**config.mk**
```make
export PLATFORM = sky130hd
export DESIGN_NAME = alu_issue_ctrl
export DESIGN_NICKNAME = d
export VERILOG_FILES = /design/src/rtl/alu_pkg.sv /design/src/rtl/issue_regfile.sv /design/src/rtl/alu_issue_ctrl.sv
export SDC_FILE = /design/constraint.sdc
export NUM_CORES = 1
export LEC_CHECK = 0
export ABC_AREA = 1
export BUFFER_PORTS_ARGS = -buffer_cell sky130_fd_sc_hd__buf_2
export CAP_MARGIN = 30
export CORE_MARGIN = 5
export CORE_UTILIZATION = 35
export DETAILED_ROUTE_END_ITERATION = 10
export PLACE_DENSITY = 0.53
export SYNTH_ARGS = -nofsm -noshare
export SYNTH_HDL_FRONTEND = slang
export SYNTH_SLANG_ARGS = --single-unit
export TNS_END_PERCENT = 20
```
**constraint.sdc**
```tcl
create_clock -name clk -period 2.4 [get_ports clk]
set_clock_uncertainty 0.15 [all_clocks]
set_input_delay 0.36 -clock clk [delete_from_list [all_inputs] [get_ports clk]]
set_output_delay 0.36 -clock clk [all_outputs]
set_load 0.005 [all_outputs]
```
**src/rtl/alu_pkg.sv**
```systemverilog
// Shared definitions for the ALU issue controller: ALU/compare codes, opcodes,
// FSM state encoding and the instruction decode helper.
package alu_pkg;

  localparam int unsigned DATA_W = 16;
  localparam int unsigned NREGS  = 8;
  localparam int unsigned REG_AW = 3;
  localparam int unsigned CTRL_W = 3;
  localparam int unsigned IMM_W  = 6;

  localparam logic [CTRL_W-1:0] ALU_AND = 3'b000;
  localparam logic [CTRL_W-1:0] ALU_OR  = 3'b001;
  localparam logic [CTRL_W-1:0] ALU_ADD = 3'b010;
  localparam logic [CTRL_W-1:0] ALU_SUB = 3'b011;
  localparam logic [CTRL_W-1:0] ALU_SLT = 3'b111;

  localparam logic [2:0] CMP_LT = 3'b100;
  localparam logic [2:0] CMP_EQ = 3'b010;
  localparam logic [2:0] CMP_GT = 3'b001;

  localparam logic [3:0] OP_R    = 4'h0;
  localparam logic [3:0] OP_ADDI = 4'h1;
  localparam logic [3:0] OP_BNE  = 4'h2;

  typedef enum logic [1:0] {
    ST_IDLE   = 2'd0,
    ST_DECODE = 2'd1,
    ST_EXEC   = 2'd2,
    ST_WB     = 2'd3
  } state_e;

  // Decoded view of one instruction word.
  typedef struct packed {
    logic              legal;
    logic              is_bne;
    logic              is_imm;
    logic              wr;      // instruction writes a destination register
    logic [CTRL_W-1:0] ctrl;
    logic [REG_AW-1:0] rs;
    logic [REG_AW-1:0] rt;
    logic [REG_AW-1:0] dest;
    logic [IMM_W-1:0]  imm;
  } dec_t;

  function automatic dec_t decode(input logic [DATA_W-1:0] ins);
    dec_t d;
    d        = '0;
    d.rs     = ins[11:9];
    d.rt     = ins[8:6];
    d.imm    = ins[5:0];
    d.dest   = ins[5:3];
    d.ctrl   = ins[2:0];
    case (ins[15:12])
      OP_R: begin
        d.wr = 1'b1;
        case (ins[2:0])
          ALU_AND, ALU_OR, ALU_ADD, ALU_SUB, ALU_SLT: d.legal = 1'b1;
          default:                                    d.legal = 1'b0;
        endcase
      end
      OP_ADDI: begin
        d.legal  = 1'b1;
        d.is_imm = 1'b1;
        d.wr     = 1'b1;
        d.dest   = ins[8:6];
        d.ctrl   = ALU_ADD;
      end
      OP_BNE: begin
        d.legal  = 1'b1;
        d.is_bne = 1'b1;
        d.ctrl   = ALU_SUB;
      end
      default: d.legal = 1'b0;
    endcase
    if (!d.legal) d.wr = 1'b0;
    return d;
  endfunction

endpackage

```
**src/rtl/issue_regfile.sv**
```systemverilog
// 8x16 register file: one write port, three combinational read ports.
// r0 always reads zero and ignores writes.
// Ports: clk, rst_n (sync, active-low), we/waddr/wdata write port,
//        raddr_a/b/d -> rdata_a/b/d read ports (rs, rt, debug).
module issue_regfile
  import alu_pkg::*;
(
  input  logic              clk,
  input  logic              rst_n,
  input  logic              we,
  input  logic [REG_AW-1:0] waddr,
  input  logic [DATA_W-1:0] wdata,
  input  logic [REG_AW-1:0] raddr_a,
  input  logic [REG_AW-1:0] raddr_b,
  input  logic [REG_AW-1:0] raddr_d,
  output logic [DATA_W-1:0] rdata_a,
  output logic [DATA_W-1:0] rdata_b,
  output logic [DATA_W-1:0] rdata_d
);

  logic [DATA_W-1:0] mem_q [NREGS];

  // Storage; r0 is never written so it stays at its reset value of zero.
  always_ff @(posedge clk) begin
    if (!rst_n) begin
      for (int i = 0; i < int'(NREGS); i++) mem_q[i] <= '0;
    end else if (we && (waddr != '0)) begin
      mem_q[waddr] <= wdata;
    end
  end

  assign rdata_a = (raddr_a == '0) ? '0 : mem_q[raddr_a];
  assign rdata_b = (raddr_b == '0) ? '0 : mem_q[raddr_b];
  assign rdata_d = (raddr_d == '0) ? '0 : mem_q[raddr_d];

endmodule

```
**src/rtl/alu_issue_ctrl.sv**
```systemverilog
// Issue controller in front of a combinational 16-bit ALU. Accepts one
// instruction per handshake, decodes it, drives ALU operands/control,
// samples the ALU result and retires with register writeback and pc update.
// Ports: clk, rst_n (sync, active-low); instr/instr_valid/instr_ready
//        handshake; alu_a/alu_b/alu_control/alu_c_in to the ALU;
//        alu_result/alu_c_out/alu_overflow/alu_comp/alu_slt from the ALU;
//        pc, done, illegal, flags status; dbg_addr -> dbg_data debug read.
module alu_issue_ctrl
  import alu_pkg::*;
#(
  parameter int unsigned PC_W = 8
) (
  input  logic              clk,
  input  logic              rst_n,
  input  logic [15:0]       instr,
  input  logic              instr_valid,
  output logic              instr_ready,
  output logic [15:0]       alu_a,
  output logic [15:0]       alu_b,
  output logic [2:0]        alu_control,
  output logic              alu_c_in,
  input  logic [15:0]       alu_result,
  input  logic              alu_c_out,
  input  logic              alu_overflow,
  input  logic [2:0]        alu_comp,
  input  logic              alu_slt,
  output logic [PC_W-1:0]   pc,
  output logic              done,
  output logic              illegal,
  output logic [2:0]        flags,
  input  logic [2:0]        dbg_addr,
  output logic [15:0]       dbg_data
);

  state_e              state_q, state_d;
  logic [DATA_W-1:0]   ir_q, ir_d;
  logic [DATA_W-1:0]   alu_a_q, alu_a_d;
  logic [DATA_W-1:0]   alu_b_q, alu_b_d;
  logic [CTRL_W-1:0]   alu_ctrl_q, alu_ctrl_d;
  logic                alu_c_in_q, alu_c_in_d;
  logic [PC_W-1:0]     pc_q, pc_d;
  logic                done_q, done_d;
  logic                illegal_q, illegal_d;
  logic [2:0]          flags_q, flags_d;

  dec_t                dec;
  logic [DATA_W-1:0]   rs_data, rt_data;
  logic                rf_we;
  logic [DATA_W-1:0]   rf_wdata;
  logic                bne_taken;
  logic [PC_W-1:0]     pc_inc, pc_br;

  assign dec       = decode(ir_q);
  assign bne_taken = (alu_comp != CMP_EQ);
  assign pc_inc    = pc_q + PC_W'(1);
  assign pc_br     = pc_inc + PC_W'($signed(dec.imm));
  // SLT retires only the set-on-less-than bit, zero-extended.
  assign rf_wdata  = (alu_ctrl_q == ALU_SLT) ? {15'b0, alu_slt} : alu_result;

  issue_regfile u_regfile (
    .clk     (clk),
    .rst_n   (rst_n),
    .we      (rf_we),
    .waddr   (dec.dest),
    .wdata   (rf_wdata),
    .raddr_a (dec.rs),
    .raddr_b (dec.rt),
    .raddr_d (dbg_addr),
    .rdata_a (rs_data),
    .rdata_b (rt_data),
    .rdata_d (dbg_data)
  );

  // State and output registers.
  always_ff @(posedge clk) begin
    if (!rst_n) begin
      state_q    <= ST_IDLE;
      ir_q       <= '0;
      alu_a_q    <= '0;
      alu_b_q    <= '0;
      alu_ctrl_q <= ALU_AND;
      alu_c_in_q <= 1'b0;
      pc_q       <= '0;
      done_q     <= 1'b0;
      illegal_q  <= 1'b0;
      flags_q    <= '0;
    end else begin
      state_q    <= state_d;
      ir_q       <= ir_d;
      alu_a_q    <= alu_a_d;
      alu_b_q    <= alu_b_d;
      alu_ctrl_q <= alu_ctrl_d;
      alu_c_in_q <= alu_c_in_d;
      pc_q       <= pc_d;
      done_q     <= done_d;
      illegal_q  <= illegal_d;
      flags_q    <= flags_d;
    end
  end

  // Next state; done/flags/pc/writeback all commit on the edge into WB so the
  // done pulse is visible for the whole WB cycle.
  always_comb begin
    state_d    = state_q;
    ir_d       = ir_q;
    alu_a_d    = alu_a_q;
    alu_b_d    = alu_b_q;
    alu_ctrl_d = alu_ctrl_q;
    alu_c_in_d = alu_c_in_q;
    pc_d       = pc_q;
    done_d     = 1'b0;
    illegal_d  = 1'b0;
    flags_d    = flags_q;
    rf_we      = 1'b0;

    case (state_q)
      ST_IDLE: begin
        if (instr_valid) begin
          ir_d    = instr;
          state_d = ST_DECODE;
        end
      end
      ST_DECODE: begin
        if (dec.legal) begin
          alu_a_d    = rs_data;
          alu_b_d    = dec.is_imm ? DATA_W'($signed(dec.imm)) : rt_data;
          alu_ctrl_d = dec.ctrl;
          alu_c_in_d = (dec.ctrl == ALU_SUB);
          state_d    = ST_EXEC;
        end else begin
          // ALU outputs keep their previous values for illegal words.
          done_d    = 1'b1;
          illegal_d = 1'b1;
          flags_d   = '0;
          pc_d      = pc_inc;
          state_d   = ST_WB;
        end
      end
      ST_EXEC: begin
        done_d  = 1'b1;
        state_d = ST_WB;
        if (dec.is_bne) begin
          flags_d = {2'b00, bne_taken};
          pc_d    = bne_taken ? pc_br : pc_inc;
        end else begin
          flags_d = {alu_c_out, alu_overflow, 1'b0};
          rf_we   = dec.wr;
          pc_d    = pc_inc;
        end
      end
      ST_WB: begin
        state_d = ST_IDLE;
      end
      default: state_d = ST_IDLE;
    endcase
  end

  assign instr_ready = (state_q == ST_IDLE);
  assign alu_a       = alu_a_q;
  assign alu_b       = alu_b_q;
  assign alu_control = alu_ctrl_q;
  assign alu_c_in    = alu_c_in_q;
  assign pc          = pc_q;
  assign done        = done_q;
  assign illegal     = illegal_q;
  assign flags       = flags_q;

endmodule
```
=== Word-level counts from Yosys, hierarchy flattened ===
Memory sizes are Yosys's and may differ from the RTL's. A register that Yosys moved wholly into a read port is not among the register bits.
Cells that the tools add are included.

* Register bits after elaboration: 67
* RAM bits: 128
* Output and inout bits: 66
* Memories: 1

* Add/subtract/negate cells: 2
* Eq/ne operators: 14
* Multiplexer cells: 38
* Reductions and logical operators: 17

{| class="wikitable"
|+ Memories
! memory !! depth !! bits a word !! rd ports !! clocked after memory_dff !! wr ports !! RTL line !! source
|-
| u_regfile.mem_q || 8 || 16 || 3 || 2 || 8 || issue_regfile.sv:21 || <nowiki>logic [DATA_W-1:0] mem_q [NREGS];</nowiki>
|}

{| class="wikitable"
|+ Operators by type and width
! operator !! count
|-
| 16-bit two-way mux || 6
|-
| 3-bit two-way mux || 8
|-
| 8-bit two-way mux || 3
|-
| 8-bit case mux with 2 select lines || 1
|-
| 16-bit OR reduction || 1
|-
| 1-bit two-way mux || 14
|-
| 3-bit zero test || 4
|-
| 3-bit case mux with 2 select lines || 2
|-
| 3-bit by 2-bit == test with 1-bit output, second input constant || 3
|-
| 8-bit by 1-bit adder with 8-bit output, second input constant || 1
|-
| 8-bit adder || 1
|-
| 2-bit case mux with 4 select lines || 1
|-
| 2-bit AND reduction || 4
|-
| 3-bit == test, second input constant || 2
|-
| 5-bit OR reduction || 1
|-
| 2-bit == test, second input constant || 2
|-
| 4-bit by 1-bit == test with 1-bit output, second input constant || 1
|-
| 4-bit by 2-bit == test with 1-bit output, second input constant || 1
|-
| 4-bit zero test || 1
|-
| 2-bit inequality test, second input constant || 2
|-
| 1-bit case mux with 2 select lines || 2
|-
| 2-bit OR reduction || 2
|-
| 3-bit by 1-bit == test with 1-bit output, second input constant || 1
|-
| 3-bit by 2-bit inequality test with 1-bit output, second input constant || 1
|-
| other kinds (6) || 6
|}

=== Depth between registers and ports, before layout ===
* Word-level depth: 13
* Mapped depth: 17
* Depth with buffers taken out: 17

=== Cells and area by module ===
From an unflattened synthesis, not the netlist that was laid out.

* Cells, all modules: 1743
* Area total of the unflattened synthesis: 12094.1 um^2

{| class="wikitable"
|+ By module, submodules not included
! module !! instances !! cells each !! area each (um^2) !! seq. area each (um^2)
|-
| issue_regfile || 1 || 1267 || 8740.9 || 3843.7
|-
| alu_issue_ctrl || 1 || 476 || 3353.2 || 1341.3
|}

=== Worst setup path after synthesis ===
Ideal clock, no wire load.

* Path type: flip-flop to flip-flop
* Start: reg ir_q[15]
* End: mem u_regfile.mem_q[4][0] (enable)
* Arrival time: 1.742 ns
* Required time: 1.878 ns
* Slack: 0.136 ns
* Cell stages (with the launch flop): 10
* Path buffers: 2
* Cell sequence: dfxtp_1 nor2_2 nand3_2 buf_6 o21ai_2 nand2_1 nor2_2 nand2_2 buf_6 nand2_1

{| class="wikitable"
|+ RTL lines
! element !! RTL line !! source
|-
| start, declared || alu_issue_ctrl.sv:36 || <nowiki>logic [DATA_W-1:0] ir_q, ir_d;</nowiki>
|-
| start signal, assigned || alu_issue_ctrl.sv:89 || <nowiki>ir_q <= ir_d;</nowiki>
|-
| end, declared || issue_regfile.sv:21 ||
|}

==> metrics.txt <==
# TYPE chip_impl_metric gauge
chip_impl_info{name="run_status",value="finished clean"} 1
chip_impl_metric{name="n_antenna_cell",unit=""} 0
chip_impl_info{name="final_common_cell",value="nand2_1"} 1
chip_impl_metric{name="layout-area-overhead-vs-synth",unit="%"} 20.2
chip_impl_metric{name="avgRoutedWirePerCell",unit="um"} 19.3
chip_impl_metric{name="vias_per_cell",unit=""} 5.33
chip_impl_metric{name="clock_tree.buffer_depth",unit=""} 3
chip_impl_metric{name="number_of_top_level_design_ports",unit=""} 110
chip_impl_metric{name="dieWidth",unit="um"} 189
chip_impl_metric{name="route.vias.total",unit=""} 10700
chip_impl_metric{name="seq_area_frac_synth",unit=""} 0.474
chip_impl_metric{name="ant_nets",unit=""} 0
chip_impl_info{name="unrepaired_setup_endpoints_after_global_routing",value="no"} 1
chip_impl_metric{name="power_density",unit="nW/um2"} 981
chip_impl_metric{name="required",unit="ns"} 1.89
chip_impl_metric{name="post-place-ws",unit="ns"} 0.167
chip_impl_metric{name="antenna_violations_before_repair",unit=""} 0
chip_impl_metric{name="rd_place_congestion",unit=""} 0.851
chip_impl_metric{name="cts_setup_buffers",unit=""} 0
chip_impl_info{name="path_class",value="reg -> out"} 1
chip_impl_metric{name="clk_transition_reported_paths",unit="ns"} 0.06
chip_impl_metric{name="final_nets",unit=""} 1636
chip_impl_metric{name="peakVddDrop",unit="mV"} 0.642
chip_impl_info{name="worstHoldStart",value="instr[6]"} 1
chip_impl_metric{name="max_clock_freq",unit="GHz"} 0.445
chip_impl_info{name="terminus_of_the_critical_flop_to_flop_path",value="u_regfile.mem_q[5][15]"} 1
chip_impl_metric{name="worst_r2r_path_depth",unit=""} 8
chip_impl_metric{name="design.die.area",unit="um2"} 35700
chip_impl_metric{name="slew-limit-headroom",unit=""} 0.635
chip_impl_metric{name="gr-usage-all-layers",unit=""} 0.213
chip_impl_metric{name="fin_ws",unit="ns"} 0.154
chip_impl_metric{name="syn_area",unit="um2"} 11200
chip_impl_metric{name="finalHoldViolCount",unit=""} 0
chip_impl_metric{name="hpwlAfterDp",unit="um"} 25600
chip_impl_metric{name="first_global_vias",unit=""} 10600
chip_impl_info{name="crit_path_capture_type",value="output pin"} 1
chip_impl_metric{name="finalSetupViolCount",unit=""} 0
chip_impl_metric{name="grt-ovfl-total",unit=""} 0
chip_impl_metric{name="slew_viol_final",unit=""} 0
chip_impl_info{name="rr_startpoint",value="ir_q[15]"} 1
chip_impl_metric{name="detail_route.first_pass.iterations",unit=""} 5
chip_impl_metric{name="setup.reg_to_reg.worst_slack",unit="ns"} 0.21
chip_impl_info{name="start_kind",value="flop"} 1
chip_impl_info{name="tritoncts",value="built"} 1
chip_impl_metric{name="post-route-drc-count",unit=""} 0
chip_impl_metric{name="ys_seq_elements",unit=""} 201
chip_impl_metric{name="drt_iter0_markers",unit=""} 1006
chip_impl_metric{name="clock_tree.htree_level_count",unit=""} 1
chip_impl_metric{name="grt_max_degree",unit=""} 113
chip_impl_metric{name="min_period_over_period",unit=""} 0.936
chip_impl_info{name="cts.root.buffer_cell",value="clkbuf_16"} 1
chip_impl_metric{name="rows",unit=""} 65
chip_impl_metric{name="p_leak",unit="nW"} 5.61
chip_impl_metric{name="crit_arrival",unit="ns"} 1.74
chip_impl_metric{name="timing.setup.tns",unit="ns"} 0
chip_impl_metric{name="post_route_hold_slack",unit="ns"} 0.0102
chip_impl_metric{name="floorplan.initialDensity",unit=""} 0.355
chip_impl_metric{name="fillerInstances",unit=""} 3232
chip_impl_metric{name="cp_max_fo",unit=""} 3
chip_impl_metric{name="grt_pass1_wl",unit="um"} 60100
chip_impl_metric{name="layout-drive-gt1-share",unit=""} 0.146
chip_impl_metric{name="cts.sink_count",unit=""} 201
chip_impl_metric{name="worst_slew_pin_slew",unit="ns"} 0.547
chip_impl_metric{name="die-height",unit="um"} 189
chip_impl_metric{name="numPortBuffers",unit=""} 109
chip_impl_metric{name="clk_latency",unit="ns"} 0.52
chip_impl_metric{name="synth_cells",unit=""} 1457
chip_impl_metric{name="synthesis.yosys.warnings",unit=""} 0
chip_impl_metric{name="worst_hold_path.num_cells",unit=""} 3
chip_impl_info{name="hold_class",value="in -> reg"} 1
chip_impl_metric{name="synthDistinctLibCells",unit=""} 35
chip_impl_metric{name="numCtsBuffers",unit=""} 24
chip_impl_metric{name="wirelength",unit="um"} 38500
chip_impl_info{name="top_library_cells_by_usage_in_the_layout_fill_and_taps_aside",value="nand2_1 (256), nor2_1 (230), o21ai_0 (223)"} 1
chip_impl_metric{name="drv_cap",unit=""} 0
chip_impl_metric{name="min_period",unit="ns"} 2.25
chip_impl_metric{name="core",unit="um2"} 31600
chip_impl_metric{name="postSynthAreaPerCell",unit="um2"} 7.68
-- cell families (layout without fill, tap and decap cells) --
kind of cell               Yosys count  count (layout)  share of synthesized area
other                                1              16                   0.000335
DFF                                201             201                      0.474
muxes                                1               1                   0.000894
and+or+nand+nor                    558             558                      0.200
adders and majority gates           12              12                     0.0141
xor gates and xnor gates             5               5                    0.00391
AOI/OAI and AO/OA                  469             469                      0.229
buffers and inverters              210             336                     0.0777
-- power by group --
group	total [W]	switching, W	internal, W
Clock	0.00358	0.00142	0.00216
Sequential	0.00460	0.000421	0.00418
Combinational	0.00503	0.00329	0.00174
-- area by class of cell --
cell class              count  area [um2]  share of cell area
clock inverters             5        48.8             0.00363
well taps                 402         503              0.0374
flip-flops and latches    201        5310               0.395
multi-input cells        1061        5130               0.381
repair buffers            182        1330              0.0987
inverters                 110         413              0.0307
clock buffers              39         723              0.0537
-- synth_stat cells --
cell / number / area [um2]
nand2_1: 257 / 965
inv_1: 108 / 405
o21ai_0: 226 / 1130
clkinv_1: 2 / 7.51
buf_6: 8 / 90.1
clkbuf_1: 73 / 274
o21bai_1: 6 / 45.0
nand3_2: 6 / 60.1
nor3b_1: 1 / 7.51
buf_1: 6 / 22.5
nand3_1: 52 / 260
o21ai_1: 1 / 5.00
edfxtp_1: 128 / 3840
conb_1: 1 / 3.75
a31oi_1: 17 / 106
o21ai_4: 1 / 16.3
buf_2: 11 / 55.1
nor2_4: 1 / 11.3
ha_1: 11 / 138
nor2_2: 4 / 25.0
xnor2_1: 1 / 8.76
nand2_2: 3 / 18.8
mux2i_1: 1 / 10.0
nand4_1: 2 / 12.5
nor3_1: 1 / 5.00
o21ai_2: 2 / 17.5
o211ai_1: 65 / 488
dfxtp_1: 73 / 1460
nor2_1: 230 / 863
xor2_1: 4 / 35.0
buf_4: 2 / 15.0
or2_2: 1 / 6.26
fa_1: 1 / 20.0
a21oi_1: 150 / 751
a21boi_0: 1 / 7.51
-- registers in the layout, indices dropped and copies added (netlist names), named ones only --
register,count
alu_a,16
alu_b,16
alu_c_in,1
alu_control,3
done,1
flags,3
illegal,1
ir_q,16
pc,8
state_q,2
u_regfile.mem_q,128
-- worst max path at each step --
stage                                 from                    end  cells after the start
finish              u_regfile.mem_q[5][10]           dbg_data[10]                      7
global route         u_regfile.mem_q[5][1]            dbg_data[1]                      7
CTS                 u_regfile.mem_q[5][10]           dbg_data[10]                      7
detailed placement                   pc[1]                  pc[7]                     16
global placement                     pc[1]                  pc[7]                     16
floorplan                         ir_q[15]  u_regfile.mem_q[4][0]                      9
-- stage by stage --
step	std cells	total power (W)	utilization	area, um2
after CTS	2000	0.0132	0.425	13400
after floorplan	1472	0.00773	-	11200
final	2000	0.0132	0.426	13500
after global placement	1942	0.00956	0.396	12500
after global routing	2000	0.0141	0.426	13500
after detailed placement	1942	0.00962	0.396	12500
-- repair_timing --
action,4_1_cts,5_1_grt
endpoints found under the setup margin,0,9
endpoints found under the hold margin,15,0
hold buffers,14,0
gates resized for setup,0,11
-- per-layer routing --
layer  GRT usage  routed length (um)
met4      0.0631                 971
met2       0.366               18400
met1       0.283               16900
met3      0.0269                2230
met5           0                   0
-- worst max-delay path: stages (launching register included) --
cell	delay (ns)
edfxtp_1	0.32
inv_1	0.07
a21oi_1	0.11
o21ai_0	0.08
o21ai_0	0.07
o21ai_0	0.11
a31oi_2	0.28
buf_2	0.17
Power figures use the tool's default switching activity.
